[src/rtl/bus_sequencer.sv]
// Fixed-slot RAM bus sequencer: each 16-cycle frame gives phases 0-7 to the Pi
// bridge and phases 8-15 to the 6502, and produces the one-cycle CPU clock enable.
module bus_sequencer (
    input  logic        sys_clk,
    input  logic        reset_n,
    input  logic [16:0] pi_addr,
    input  logic [7:0]  pi_data_in,
    input  logic        pi_rw_b,
    input  logic        pi_pending,
    output logic [7:0]  pi_data_out,
    output logic        pi_done,
    input  logic [16:0] cpu_addr,
    input  logic [7:0]  cpu_data_out,
    input  logic        cpu_rw_b,
    output logic [7:0]  cpu_data_in,
    output logic        cpu_clk_en,
    output logic [16:0] mem_addr,
    output logic [7:0]  mem_data_out,
    input  logic [7:0]  mem_data_in,
    output logic        mem_oe_n,
    output logic        mem_we_n,
    output logic        grant_pi,
    output logic [1:0]  state
);

    typedef enum logic [1:0] {
        IDLE       = 2'd0,
        PI_ACCESS  = 2'd1,
        PI_DONE    = 2'd2,
        CPU_ACCESS = 2'd3
    } seq_state_t;

    seq_state_t state_q;
    seq_state_t state_d;
    logic [3:0] phase;
    logic [3:0] next_phase;
    logic [2:0] slot_phase;
    logic       armed;
    logic       access_rw_b;
    logic       pi_start;
    logic       pi_slot;
    logic       oe_d;
    logic       we_d;

    assign next_phase = phase + 4'd1;
    assign slot_phase = next_phase[2:0];
    assign pi_start   = (phase == 4'd15) && pi_pending && !pi_done && armed;
    assign state      = state_q;

    always_ff @(posedge sys_clk) begin
        if (!reset_n) begin
            state_q <= IDLE;
        end else begin
            state_q <= state_d;
        end
    end

    // Strobes are decoded from the phase about to begin so the registered
    // outputs are stable for the whole phase; both halves share one window.
    always_comb begin
        state_d = state_q;
        oe_d    = 1'b1;
        we_d    = 1'b1;
        pi_slot = (state_q == PI_ACCESS) && !next_phase[3];

        if (phase == 4'd15) begin
            state_d = pi_start ? PI_ACCESS : IDLE;
        end else if (phase == 4'd7) begin
            case (state_q)
                PI_ACCESS: state_d = pi_pending ? PI_DONE : IDLE;
                default:   state_d = CPU_ACCESS;
            endcase
        end

        if (pi_slot || next_phase[3]) begin
            if (access_rw_b) begin
                oe_d = !((slot_phase >= 3'd1) && (slot_phase <= 3'd6));
            end else begin
                we_d = !((slot_phase >= 3'd2) && (slot_phase <= 3'd5));
            end
        end
    end

    always_ff @(posedge sys_clk) begin
        if (!reset_n) begin
            phase        <= 4'd0;
            armed        <= 1'b1;
            access_rw_b  <= 1'b1;
            mem_oe_n     <= 1'b1;
            mem_we_n     <= 1'b1;
            mem_addr     <= 17'd0;
            mem_data_out <= 8'd0;
            pi_data_out  <= 8'd0;
            cpu_data_in  <= 8'd0;
            pi_done      <= 1'b0;
            cpu_clk_en   <= 1'b0;
            grant_pi     <= 1'b0;
        end else begin
            phase      <= next_phase;
            mem_oe_n   <= oe_d;
            mem_we_n   <= we_d;
            grant_pi   <= (state_d == PI_ACCESS);
            cpu_clk_en <= (next_phase == 4'd15);

            // One transfer per pending pulse: re-arm only once pending is seen low.
            if (pi_start) begin
                armed        <= 1'b0;
                mem_addr     <= pi_addr;
                mem_data_out <= pi_data_in;
                access_rw_b  <= pi_rw_b;
            end else if (!pi_pending) begin
                armed <= 1'b1;
            end

            if (phase == 4'd7) begin
                mem_addr     <= cpu_addr;
                mem_data_out <= cpu_data_out;
                access_rw_b  <= cpu_rw_b;
            end

            if ((state_q == PI_ACCESS) && (phase == 4'd6) && access_rw_b) begin
                pi_data_out <= mem_data_in;
            end
            if ((phase == 4'd14) && access_rw_b) begin
                cpu_data_in <= mem_data_in;
            end

            if (!pi_pending) begin
                pi_done <= 1'b0;
            end else if ((state_q == PI_ACCESS) && (phase == 4'd6)) begin
                pi_done <= 1'b1;
            end
        end
    end

endmodule
[config.mk]
export PLATFORM = sky130hd
export DESIGN_NAME = bus_sequencer
export DESIGN_NICKNAME = d
export VERILOG_FILES = /design/src/rtl/bus_sequencer.sv
export SDC_FILE = /design/constraint.sdc
export NUM_CORES = 1
export LEC_CHECK = 0
export ABC_AREA = 1
export CORE_ASPECT_RATIO = 1.4
export CORE_MARGIN = 2
export CORE_UTILIZATION = 30
export CTS_CLUSTER_DIAMETER = 40
export CTS_CLUSTER_SIZE = 24
export DETAILED_ROUTE_END_ITERATION = 10
export PLACE_DENSITY_LB_ADDON = 0.1
export SLEW_MARGIN = 20
export SYNTH_ARGS = -nofsm -noshare
export SYNTH_HDL_FRONTEND = slang
export SYNTH_SLANG_ARGS = --single-unit
export TNS_END_PERCENT = 50
[constraint.sdc]
create_clock -name sys_clk -period 1.9 [get_ports sys_clk]
set_clock_uncertainty 0.05 [all_clocks]
set_input_delay 0.38 -clock sys_clk [delete_from_list [all_inputs] [get_ports sys_clk]]
set_output_delay 0.38 -clock sys_clk [all_outputs]
set_load 0.01 [all_outputs]
Word-level counts from Yosys, hierarchy flattened

Index checks and enable logic that the tools add are counted.

Register bits: 54
Latch bits: 0
RAM bits: 0
ROM bits: 0
Output and inout bits: 48
Word-level logic and storage cells: 59
Memories: 0

Add/sub/neg operators: 1
Multiply operators: 0
Divide/modulo/power cells: 0
Order comparisons: 4
Equality and inequality tests: 8
Shift operators: 0
Muxes and demuxes: 13
Bitwise gates (word level): 2
Reduce and logical (&&, ||, !) cells: 18

Operator list:

| cell                                                                     | number |
|---|---|
| 17-bit 2-to-1 mux                                                        | 2 |
| 8-bit 2-to-1 mux                                                         | 2 |
| 4-bit == test (second input constant)                                    | 3 |
| 1-bit logical AND                                                        | 9 |
| 4-bit by 3-bit == test with 1-bit output (second input constant)         | 2 |
| 2-bit 2-to-1 mux                                                         | 4 |
| 3-bit less-or-equal comparator (second input constant)                   | 2 |
| 1-bit 2-to-1 mux                                                         | 5 |
| 4-bit by 1-bit adder with 4-bit output (second input constant)           | 1 |
| 2-bit by 1-bit == test with 1-bit output (second input constant)         | 2 |
| 1-bit zero test                                                          | 4 |
| 3-bit by 1-bit >= comparator with 1-bit output (second input constant)   | 1 |
| 3-bit by 2-bit >= comparator with 1-bit output (second input constant)   | 1 |
| 3-bit AND reduction                                                      | 1 |
| 3-bit OR reduction                                                       | 1 |
| 2-bit by 1-bit inequality test with 1-bit output (second input constant) | 1 |
| 1-bit inverter                                                           | 2 |
| 2-bit AND reduction                                                      | 1 |
| 2-bit nonzero test                                                       | 1 |
| 1-bit logical OR                                                         | 1 |

Logic depth before layout (Yosys ltp)

Gate-level depths: netlist (run 1).

Depth in word-level cells: 7
Mapped depth: 10

Worst setup path before layout (run 1)

OpenSTA, ideal clock, no wires.

Kind: reg-to-reg
Start point: register phase[0]
End point: register armed
Setup time: 0.126 ns
Data arrival time: 1.413 ns
Setup slack: 0.311 ns
Cell stages (with the launch flop): 9
Path buffers: 2
Clock period less this slack: 1.589 ns
Cells stage by stage: dfxtp_1 -> ha_1 -> buf_4 -> nand2_1 -> nor2_2 -> nand3_4 -> buf_2 -> a21oi_1 -> nand2_1

Longest elaborated chain between the ends: 5
Elaborated cells on any way between the ends: 6
Those cells by class: 2 x eq/ne; 1 x mux; 3 x reduce/logical

Ends and longest elaborated chain:

| what                                                                                                         | RTL line | RTL |
|---|---|---|
| start: declaration                                                                                           | 35       | `logic [3:0] phase;` |
| start signal: assignment                                                                                     | 99       | `phase <= next_phase;` |
| 4-bit == test *                                                                                              | 47       | `assign pi_start = (phase == 4'd15) && pi_pending && !pi_done && armed;` |
| 1-bit logical AND * (3 in series)                                                                            | 47       |  |
| 2-bit by 1-bit inequality test with 1-bit output (no source line) / 1-bit 2-to-1 mux (equally long branches) | -        |  |
| end signal: assignment                                                                                       | 87       | `armed <= 1'b1;` |
| end signal: assignment                                                                                       | 107      | `armed <= 1'b0;` |
| end signal: assignment                                                                                       | 112      | `armed <= 1'b1;` |
| end: declaration                                                                                             | 38       | `logic armed;` |

Every way passes the cells marked *; elsewhere a longest branch is shown, timed or not.
A chain may end at the register's enable or synchronous reset.

Worst setup path in the final report (run 1)

Start point: register phase[0]
End point: register mem_addr[1]

Longest elaborated chain between the ends: 5
Elaborated cells on any way between the ends: 7
Those cells by class: 2 x eq/ne; 1 x mux; 4 x reduce/logical

Ends and longest elaborated chain:

| what                                | RTL line | RTL |
|---|---|---|
| 4-bit == test                       | 47       |  |
| 1-bit logical AND (3 in series)     | 47       |  |
| 2-bit nonzero test (no source line) | -        |  |
| end signal: assignment              | 108      | `mem_addr <= pi_addr;` |
| end signal: assignment              | 116      | `mem_addr <= cpu_addr;` |
| end: declaration                    | 17       | `output logic [16:0] mem_addr,` |

Parallel ways exist; a longest one is shown, timed or not.

==> metrics.txt, run 1 <==
# TYPE chip_impl_metric gauge
chip_impl_metric{name="drv_slew",unit=""} 0
chip_impl_metric{name="post_dr_vias_cell",unit=""} 4.68
chip_impl_metric{name="critical_path_peak_fanout",unit=""} 46
chip_impl_metric{name="number_of_instances_in_the_synthesized_netlist",unit=""} 410
chip_impl_metric{name="cp_data_required_time",unit="ps"} 2040
chip_impl_metric{name="placeableCoreArea",unit="sq mm"} 0.00893
chip_impl_metric{name="ctsResizeCount",unit=""} 0
chip_impl_metric{name="grt_pass1_vias",unit=""} 2690
chip_impl_metric{name="maxCapViolCount",unit=""} 0
chip_impl_info{name="tritoncts",value="built"} 1
chip_impl_metric{name="post_cts_buffers",unit=""} 0
chip_impl_metric{name="yosys_warnings",unit=""} 0
chip_impl_metric{name="die_width",unit="microns"} 84.7
chip_impl_metric{name="postSynthAreaPerCell",unit="sq um"} 6.67
chip_impl_metric{name="power.share.combinational",unit="%"} 12.2
chip_impl_metric{name="synth_seq_area_share",unit="%"} 39.5
chip_impl_metric{name="period_needed",unit="ps"} 1700
chip_impl_metric{name="max_freq",unit="GHz"} 0.588
chip_impl_metric{name="worst-path-buf-inv",unit=""} 1
chip_impl_metric{name="cts.clk_slew.worst_paths",unit="ps"} 80
chip_impl_metric{name="worst_slew_margin_relative_to_its_limit",unit="%"} 75.6
chip_impl_metric{name="worst-slew-pin-transition",unit="ps"} 365
chip_impl_metric{name="htree_levels",unit=""} 2
chip_impl_metric{name="yosys.area.top_type_share",unit="%"} 39.5
chip_impl_metric{name="worst_skew_pair_latency",unit="ps"} 300
chip_impl_info{name="synth.most_common_cell",value="sky130_fd_sc_hd__nand2_1"} 1
chip_impl_metric{name="p_leak",unit="nW"} 1.84
chip_impl_info{name="synth_top_cells_by_count",value="sky130_fd_sc_hd__nand2_1, sky130_fd_sc_hd__dfxtp_1, sky130_fd_sc_hd__nor2_1"} 1
chip_impl_info{name="outcome",value="finished, final reports clean"} 1
chip_impl_metric{name="route.vias.total",unit=""} 2910
chip_impl_metric{name="track_usage",unit="%"} 16.1
chip_impl_metric{name="fin_crit_sh",unit="%"} 89.5
chip_impl_info{name="critical_path.slowest_cell",value="sky130_fd_sc_hd__dfxtp_1"} 1
chip_impl_metric{name="dr.pass1.iters",unit=""} 4
chip_impl_metric{name="pwr_density_cell",unit="mW/mm^2"} 580
chip_impl_metric{name="power_report.internal_total",unit="mW"} 1.81
chip_impl_metric{name="placement.setup.worst_slack",unit="ps"} 118
chip_impl_info{name="critical_path_cell_by_cell",value="ha_2, nand2_1, nor2_2, nand3_4, buf_12, a21oi_1, nor2_1"} 1
chip_impl_metric{name="post-route-drc-count",unit=""} 0
chip_impl_metric{name="die_y",unit="microns"} 117
chip_impl_info{name="endpoint_kind",value="flop"} 1
chip_impl_metric{name="effective_utilization_at_floorplan",unit="%"} 30.7
chip_impl_metric{name="switching_power",unit="uW"} 582
chip_impl_metric{name="synth.cell_area",unit="sq mm"} 0.00274
chip_impl_metric{name="antennaDiodeCount",unit=""} 0
chip_impl_metric{name="grt_max_degree",unit=""} 47
chip_impl_metric{name="placementRows",unit=""} 41
chip_impl_metric{name="sw_frac_of_total",unit="%"} 24.4
chip_impl_metric{name="hpwl",unit="microns"} 5910
chip_impl_metric{name="final_layout_size_suffix_gt1_share",unit="%"} 6.41
chip_impl_metric{name="vdd_ir_drop_max",unit="V"} 0.000433
chip_impl_metric{name="finish.net_count",unit=""} 582
chip_impl_metric{name="gr-total-overflow",unit=""} 0
chip_impl_metric{name="worst_path_largest_cell_delay",unit="ps"} 460
chip_impl_metric{name="global_route_wire_length_before_repair",unit="microns"} 12800
chip_impl_metric{name="ys_async_sr_fraction",unit="%"} 0
chip_impl_metric{name="gp_routability_congestion",unit=""} 0.825
chip_impl_metric{name="antenna_found_initial",unit=""} 0
chip_impl_metric{name="io-pin-count",unit=""} 111
chip_impl_metric{name="sequential_cell_fraction_of_total_power",unit="%"} 48.3
chip_impl_metric{name="final_hold_viol_count",unit=""} 0
chip_impl_metric{name="netlist-cell-type-count",unit=""} 23
chip_impl_metric{name="ant_nets",unit=""} 0
chip_impl_metric{name="numCtsBuffers",unit=""} 5
chip_impl_metric{name="die_area",unit="sq mm"} 0.00991
chip_impl_metric{name="cts.sink_count",unit=""} 54
chip_impl_metric{name="routed_wirelength",unit="microns"} 8020
chip_impl_metric{name="synth_nets",unit=""} 478
chip_impl_metric{name="whs",unit="ps"} 416
chip_impl_metric{name="wl_per_cell",unit="microns"} 12.9
chip_impl_metric{name="cts_buffer_depth",unit=""} 2
chip_impl_info{name="yosys_most_used_dff",value="sky130_fd_sc_hd__dfxtp_1"} 1
chip_impl_info{name="clock-root-buffer",value="sky130_fd_sc_hd__clkbuf_16"} 1
chip_impl_info{name="worstSetupPathType",value="reg -> reg"} 1
chip_impl_metric{name="flow.area_growth_from_synthesis",unit="%"} 50.6
chip_impl_metric{name="clkPwrFrac",unit="%"} 39.4
chip_impl_info{name="min-delay-path-class",value="reg -> reg"} 1
chip_impl_info{name="timing.critical_path.max_delay_family",value="flip-flops"} 1
chip_impl_metric{name="post-route-worst-setup-slack",unit="ps"} 200
chip_impl_metric{name="count_of_buffers_inserted_at_the_top_level_ports",unit=""} 110
chip_impl_metric{name="cts-hold-fix-buffers",unit=""} 0
chip_impl_metric{name="postSynthRegisterBits",unit=""} 54
chip_impl_metric{name="first_iter_violations",unit=""} 99
chip_impl_info{name="synth.largest_area_cell",value="sky130_fd_sc_hd__dfxtp_1"} 1
chip_impl_metric{name="critical_path_arrival",unit="ps"} 1840
chip_impl_info{name="critical_path.startpoint_type",value="flop"} 1
chip_impl_metric{name="synth_edf_count",unit=""} 0
chip_impl_info{name="yosys-top-cells-area",value="sky130_fd_sc_hd__dfxtp_1, sky130_fd_sc_hd__nand2_1, sky130_fd_sc_hd__nand4_1, sky130_fd_sc_hd__nor2_1, sky130_fd_sc_hd__a21oi_1"} 1
chip_impl_metric{name="setup_violations",unit=""} 0
-- routing by layer --
| metal | part of all wire [%] | GRT usage [%] | routed length [microns] | vias up |
|---|---|---|---|---|
| met5 | 0 | 0 | 0 | - |
| met4 | 1.6 | 5.08 | 127 | 0 |
| met3 | 5.3 | 3.65 | 425 | 8 |
| met2 | 49 | 29.7 | 3960 | 77 |
| met1 | 44 | 18.4 | 3510 | 1294 |
| li1 | - | - | - | 1531 |
-- final cells by class --
| class | instances | area, sq um |
|---|---|---|
| fill | 954 | 4810 |
| inverter | 42 | 158 |
| sequential | 54 | 1080 |
| multi-input combinational | 285 | 1350 |
| clock buffer | 5 | 125 |
| timing repair buffer | 126 | 1250 |
| clock inverter | 3 | 25.0 |
| tap | 107 | 134 |
-- flip-flops by register name, indices dropped and copies added (netlist names) --
name,flops
mem_oe_n,1
armed,1
cpu_data_in,8
pi_data_out,8
mem_data_out,8
mem_addr,17
state,2
cpu_clk_en,1
pi_done,1
grant_pi,1
phase,4
access_rw_b,1
mem_we_n,1
-- cell families (layout without fill, tap and decap cells) --
| kind of cell | after synthesis | count (layout) | synth area share, % |
|---|---|---|---|
| AND/OR/NAND/NOR | 232 | 232 | 38.2 |
| adder cells (fa/ha/maj) | 5 | 5 | 2.29 |
| buffers and inverters | 71 | 176 | 11.2 |
| AO/OA/AOI/OAI | 48 | 48 | 8.82 |
| flip-flops | 54 | 54 | 39.5 |
-- metrics by stage --
step / util, % / std cells / power (mW) / area, sq um / TNS, ps
3_3_place_gp: 44.4 / 614 / 1.47 / 3970 / 0
2_1_floorplan: - / 410 / 1.29 / 2740 / 0
4_1_cts: 46.1 / 622 / 2.43 / 4120 / 0
5_1_grt: 46.2 / 622 / 2.51 / 4120 / -0.612
3_5_place_dp: 44.4 / 614 / 1.47 / 3970 / 0
6_report: 46.2 / 622 / 2.39 / 4120 / 0
-- cells in the final DEF, fill, tap and decap left out, types with 2 or more instances in the layout --
cell	instances
sky130_fd_sc_hd__a21oi_1	36
sky130_fd_sc_hd__clkbuf_16	5
sky130_fd_sc_hd__nand2_1	107
sky130_fd_sc_hd__nor2_1	49
sky130_fd_sc_hd__nand3_2	2
sky130_fd_sc_hd__inv_1	41
sky130_fd_sc_hd__nor2_2	2
sky130_fd_sc_hd__nand3_1	33
sky130_fd_sc_hd__dfxtp_1	54
sky130_fd_sc_hd__o21ai_0	11
sky130_fd_sc_hd__buf_4	14
sky130_fd_sc_hd__ha_1	4
sky130_fd_sc_hd__nand4_1	34
sky130_fd_sc_hd__clkdlybuf4s50_1	110
sky130_fd_sc_hd__buf_12	2
-- power groups by stage --
stage / sequential [mW] / clock [mW] / combinational [mW]
final: 1.15 / 0.942 / 0.292
after global routing: 1.16 / 1.03 / 0.322
after CTS: 1.15 / 0.983 / 0.295
after detailed placement: 1.18 / 0 / 0.292
after global placement: 1.18 / 0 / 0.290
after floorplan: 1.18 / 0 / 0.111
-- final timing paths --
path	slack (ps)	cells after the start	to	startpoint
hold / removal	420	2	pi_data_out[1]	pi_data_out[1]
setup / recovery	200	7	mem_addr[1]	phase[0]
hold reg to reg	420	2	pi_data_out[1]	pi_data_out[1]
setup reg to reg	200	7	mem_addr[1]	phase[0]
-- worst reg2reg max path, cell delays in order, from the launching register on --
cell	delay, ps
sky130_fd_sc_hd__dfxtp_1	460
sky130_fd_sc_hd__ha_2	290
sky130_fd_sc_hd__nand2_1	140
sky130_fd_sc_hd__nor2_2	160
sky130_fd_sc_hd__nand3_4	90
sky130_fd_sc_hd__buf_12	190
sky130_fd_sc_hd__a21oi_1	170
sky130_fd_sc_hd__nor2_1	60
(Power assumes the default switching activity.)
==> run 2, diff against run 1 <==
--- a/config.mk
+++ b/config.mk
@@ -6,6 +6,7 @@
 export NUM_CORES = 1
 export LEC_CHECK = 0
 export ABC_AREA = 1
+export CAP_MARGIN = 10
 export CORE_ASPECT_RATIO = 1.4
 export CORE_MARGIN = 2
 export CORE_UTILIZATION = 30
==> results of run 2 <==
Same layout as run 1: the final DEF is identical, and so are final timing and power.
==> run 3, diff against run 2 <==
--- a/config.mk
+++ b/config.mk
@@ -8,7 +8,6 @@
 export ABC_AREA = 1
 export CAP_MARGIN = 10
 export CORE_ASPECT_RATIO = 1.4
-export CORE_MARGIN = 2
 export CORE_UTILIZATION = 30
 export CTS_CLUSTER_DIAMETER = 40
 export CTS_CLUSTER_SIZE = 24
@@ -18,4 +17,3 @@
 export SYNTH_ARGS = -nofsm -noshare
 export SYNTH_HDL_FRONTEND = slang
 export SYNTH_SLANG_ARGS = --single-unit
-export TNS_END_PERCENT = 50
==> run 3 against run 2 <==
Net effect: worst hold slack got worse by 2.4 ps; combinational power increased by 3%; largest cell class unchanged; register-to-register slack improved by 30 ps; clock power decreased by 1%; maximum frequency increased by 2.0%; via count decreased by 1.6%; design area decreased by 0.43%; power decreased by 0.34%; critical path depth increased by 1; flip-flop and latch count unchanged; worst setup slack improved by 34 ps; core utilization increased by 0.95 points.
==> metrics.txt, run 3 (same netlist as run 1, synthesis figures left out) <==
# TYPE chip_impl_metric gauge
chip_impl_metric{name="placeableCoreArea",unit="sq mm"} 0.00871
chip_impl_metric{name="holdPathStages",unit=""} 2
chip_impl_info{name="most-common-layout-cells",value="sky130_fd_sc_hd__clkdlybuf4s50_1, sky130_fd_sc_hd__nand2_1, sky130_fd_sc_hd__dfxtp_1"} 1
chip_impl_metric{name="power",unit="mW"} 2.38
chip_impl_metric{name="hpwl",unit="microns"} 5660
chip_impl_metric{name="htree_levels",unit=""} 2
chip_impl_metric{name="clkPwrFrac",unit="%"} 39.0
chip_impl_metric{name="pwr_density_cell",unit="mW/mm^2"} 580
chip_impl_info{name="critical_path.slowest_cell",value="sky130_fd_sc_hd__dfxtp_1"} 1
chip_impl_info{name="worst_r2r_startpoint",value="phase[0]"} 1
chip_impl_metric{name="flow.area_growth_from_synthesis",unit="%"} 49.9
chip_impl_metric{name="ant_nets",unit=""} 0
chip_impl_metric{name="post_cts_buffers",unit=""} 0
chip_impl_metric{name="worst_slew_margin_relative_to_its_limit",unit="%"} 66.5
chip_impl_info{name="layout_commonest_cell",value="sky130_fd_sc_hd__clkdlybuf4s50_1"} 1
chip_impl_metric{name="die_area",unit="sq mm"} 0.00951
chip_impl_metric{name="sequential_cell_fraction_of_total_power",unit="%"} 48.3
chip_impl_metric{name="routed_wirelength",unit="microns"} 7960
chip_impl_metric{name="antennaDiodeCount",unit=""} 0
chip_impl_info{name="grt_setup_unrepaired",value="false"} 1
chip_impl_metric{name="dpl_cell_area",unit="sq mm"} 0.00396
chip_impl_metric{name="wl_per_cell",unit="microns"} 12.9
chip_impl_info{name="timing.critical_path.max_delay_family",value="buffers and inverters"} 1
chip_impl_metric{name="count_of_buffers_inserted_at_the_top_level_ports",unit=""} 110
chip_impl_metric{name="vdd_ir_drop_max",unit="V"} 0.000427
chip_impl_metric{name="worst-slew-pin-transition",unit="ps"} 502
chip_impl_metric{name="die_y",unit="microns"} 115
chip_impl_metric{name="final_area",unit="sq mm"} 0.00410
chip_impl_metric{name="effective_utilization_at_floorplan",unit="%"} 31.4
chip_impl_metric{name="post_dr_vias_cell",unit=""} 4.64
chip_impl_metric{name="power_report.internal_total",unit="mW"} 1.84
chip_impl_metric{name="cts_buffer_depth",unit=""} 2
chip_impl_info{name="outcome",value="finished, final reports clean"} 1
chip_impl_metric{name="first_iter_violations",unit=""} 101
chip_impl_metric{name="gr-total-overflow",unit=""} 0
chip_impl_metric{name="fin_util",unit="%"} 47.1
chip_impl_metric{name="max_freq",unit="GHz"} 0.600
chip_impl_metric{name="placementRows",unit=""} 40
chip_impl_metric{name="period_needed",unit="ps"} 1670
chip_impl_info{name="most_flops_register",value="mem_addr"} 1
chip_impl_metric{name="ctsResizeCount",unit=""} 0
chip_impl_metric{name="cts-hold-fix-buffers",unit=""} 0
chip_impl_metric{name="critical_path_peak_fanout",unit=""} 6
chip_impl_metric{name="power.share.combinational",unit="%"} 12.6
chip_impl_metric{name="p_leak",unit="nW"} 1.83
chip_impl_metric{name="maxCapViolCount",unit=""} 0
chip_impl_metric{name="global_route_wire_length_before_repair",unit="microns"} 12000
chip_impl_metric{name="final_hold_viol_count",unit=""} 0
chip_impl_metric{name="cts.sink_count",unit=""} 54
chip_impl_metric{name="drv_slew",unit=""} 0
chip_impl_info{name="critical_path_cell_by_cell",value="buf_4, inv_1, ha_1, nand2_1, nor2_2, buf_4, nand4_1, a21oi_1"} 1
chip_impl_info{name="timing.hold.worst.start",value="pi_data_out[4]"} 1
chip_impl_metric{name="cts.clk_slew.worst_paths",unit="ps"} 70
chip_impl_metric{name="multi_input_area",unit="sq mm"} 0.00135
chip_impl_metric{name="antenna_found_initial",unit=""} 0
chip_impl_metric{name="setup.reg_to_reg.worst_slack",unit="ps"} 230
chip_impl_metric{name="track_usage",unit="%"} 16.6
chip_impl_info{name="crit_top_cell",value="sky130_fd_sc_hd__buf_4"} 1
chip_impl_metric{name="grt_max_degree",unit=""} 58
chip_impl_info{name="cp-startpoint",value="phase[0]"} 1
chip_impl_metric{name="worst_skew_pair_latency",unit="ps"} 290
chip_impl_metric{name="fin_crit_sh",unit="%"} 87.7
chip_impl_metric{name="dr.pass1.iters",unit=""} 4
chip_impl_metric{name="gp_routability_congestion",unit=""} 0.747
chip_impl_metric{name="critical_path_arrival",unit="ps"} 1840
chip_impl_metric{name="number_of_cells_on_the_worst_reg_to_reg_path",unit=""} 8
chip_impl_metric{name="post-route-drc-count",unit=""} 0
chip_impl_info{name="clock-root-buffer",value="sky130_fd_sc_hd__clkbuf_16"} 1
chip_impl_metric{name="worst-path-buf-inv",unit=""} 3
chip_impl_metric{name="switching_power",unit="uW"} 543
chip_impl_metric{name="final.fill_count",unit=""} 944
chip_impl_metric{name="placement.setup.worst_slack",unit="ps"} 78.5
chip_impl_metric{name="route.vias.total",unit=""} 2864
chip_impl_metric{name="totalNegativeSetupSlack",unit="ps"} 0
chip_impl_metric{name="final_layout_size_suffix_gt1_share",unit="%"} 5.47
chip_impl_metric{name="die_width",unit="microns"} 82.7
chip_impl_metric{name="largest_reg_flops",unit=""} 17
chip_impl_metric{name="grt_pass1_vias",unit=""} 2563
chip_impl_metric{name="sw_frac_of_total",unit="%"} 22.8
chip_impl_metric{name="crit_cells",unit=""} 8
chip_impl_metric{name="finish.net_count",unit=""} 579
chip_impl_info{name="critical_path.startpoint_type",value="flop"} 1
chip_impl_metric{name="worst_path_largest_cell_delay",unit="ps"} 310
chip_impl_metric{name="seq_area",unit="sq mm"} 0.00108
chip_impl_info{name="tritoncts",value="built"} 1
chip_impl_metric{name="cp_data_required_time",unit="ps"} 2070
chip_impl_info{name="endpoint_kind",value="flop"} 1
chip_impl_metric{name="io-pin-count",unit=""} 111
chip_impl_info{name="worstSetupPathType",value="reg -> reg"} 1
chip_impl_metric{name="post-route-worst-setup-slack",unit="ps"} 233
chip_impl_info{name="min-delay-path-class",value="reg -> reg"} 1
chip_impl_metric{name="numCtsBuffers",unit=""} 5
chip_impl_metric{name="setup_violations",unit=""} 0
run 3: changes by cell type in the layout (fill, tap and decap cells not counted), sizes merged:
cell	previous run	this run
buf	16	13
clkbuf	5	7
clkinvlp	1	0
inv	43	42
run 3: final timing paths:
kind                    endpoint
setup / recovery  pi_data_out[5]
hold / removal    pi_data_out[4]
setup reg to reg  pi_data_out[5]
hold reg to reg   pi_data_out[4]
run 3: power by group through the flow:
stage          Sequential [mW]  Combinational [mW]  Clock [mW]
2_1_floorplan             1.18               0.111           0
3_3_place_gp              1.18               0.300           0
3_5_place_dp              1.18               0.301           0
4_1_cts                   1.15               0.303       0.964
5_1_grt                   1.15               0.330        1.01
6_report                  1.15               0.301       0.929
run 3: per-stage QoR:
step	std cells	hold slack, ps
after floorplan	410	417
after global placement	609	402
after detailed placement	609	406
after CTS	617	418
after global routing	617	439
final	617	414
run 3: tightest hold or removal path, stage by stage (launching register included):
cell                      delay (ps)
sky130_fd_sc_hd__dfxtp_1         310
sky130_fd_sc_hd__nand2_1          60
sky130_fd_sc_hd__a21oi_1          50
run 3: layer usage:
layer / global-route usage, % / wire, microns / part of all wire (%) / vias to the layer above
li1: - / - / - / 1523
met1: 18.3 / 3340 / 42 / 1260
met2: 29.8 / 3960 / 50 / 76
met3: 4.37 / 558 / 7.0 / 5
met4: 5.86 / 102 / 1.3 / 0
met5: 0 / 0 / 0 / -
run 3: cell type report:
type,instances,area share [%]
well taps,105,3.20
clock inverters,1,0.122
clock buffers,7,3.48
multi-input cells,285,32.9
flip-flops and latches,54,26.3
repair buffers,123,30.1
inverters,42,3.84
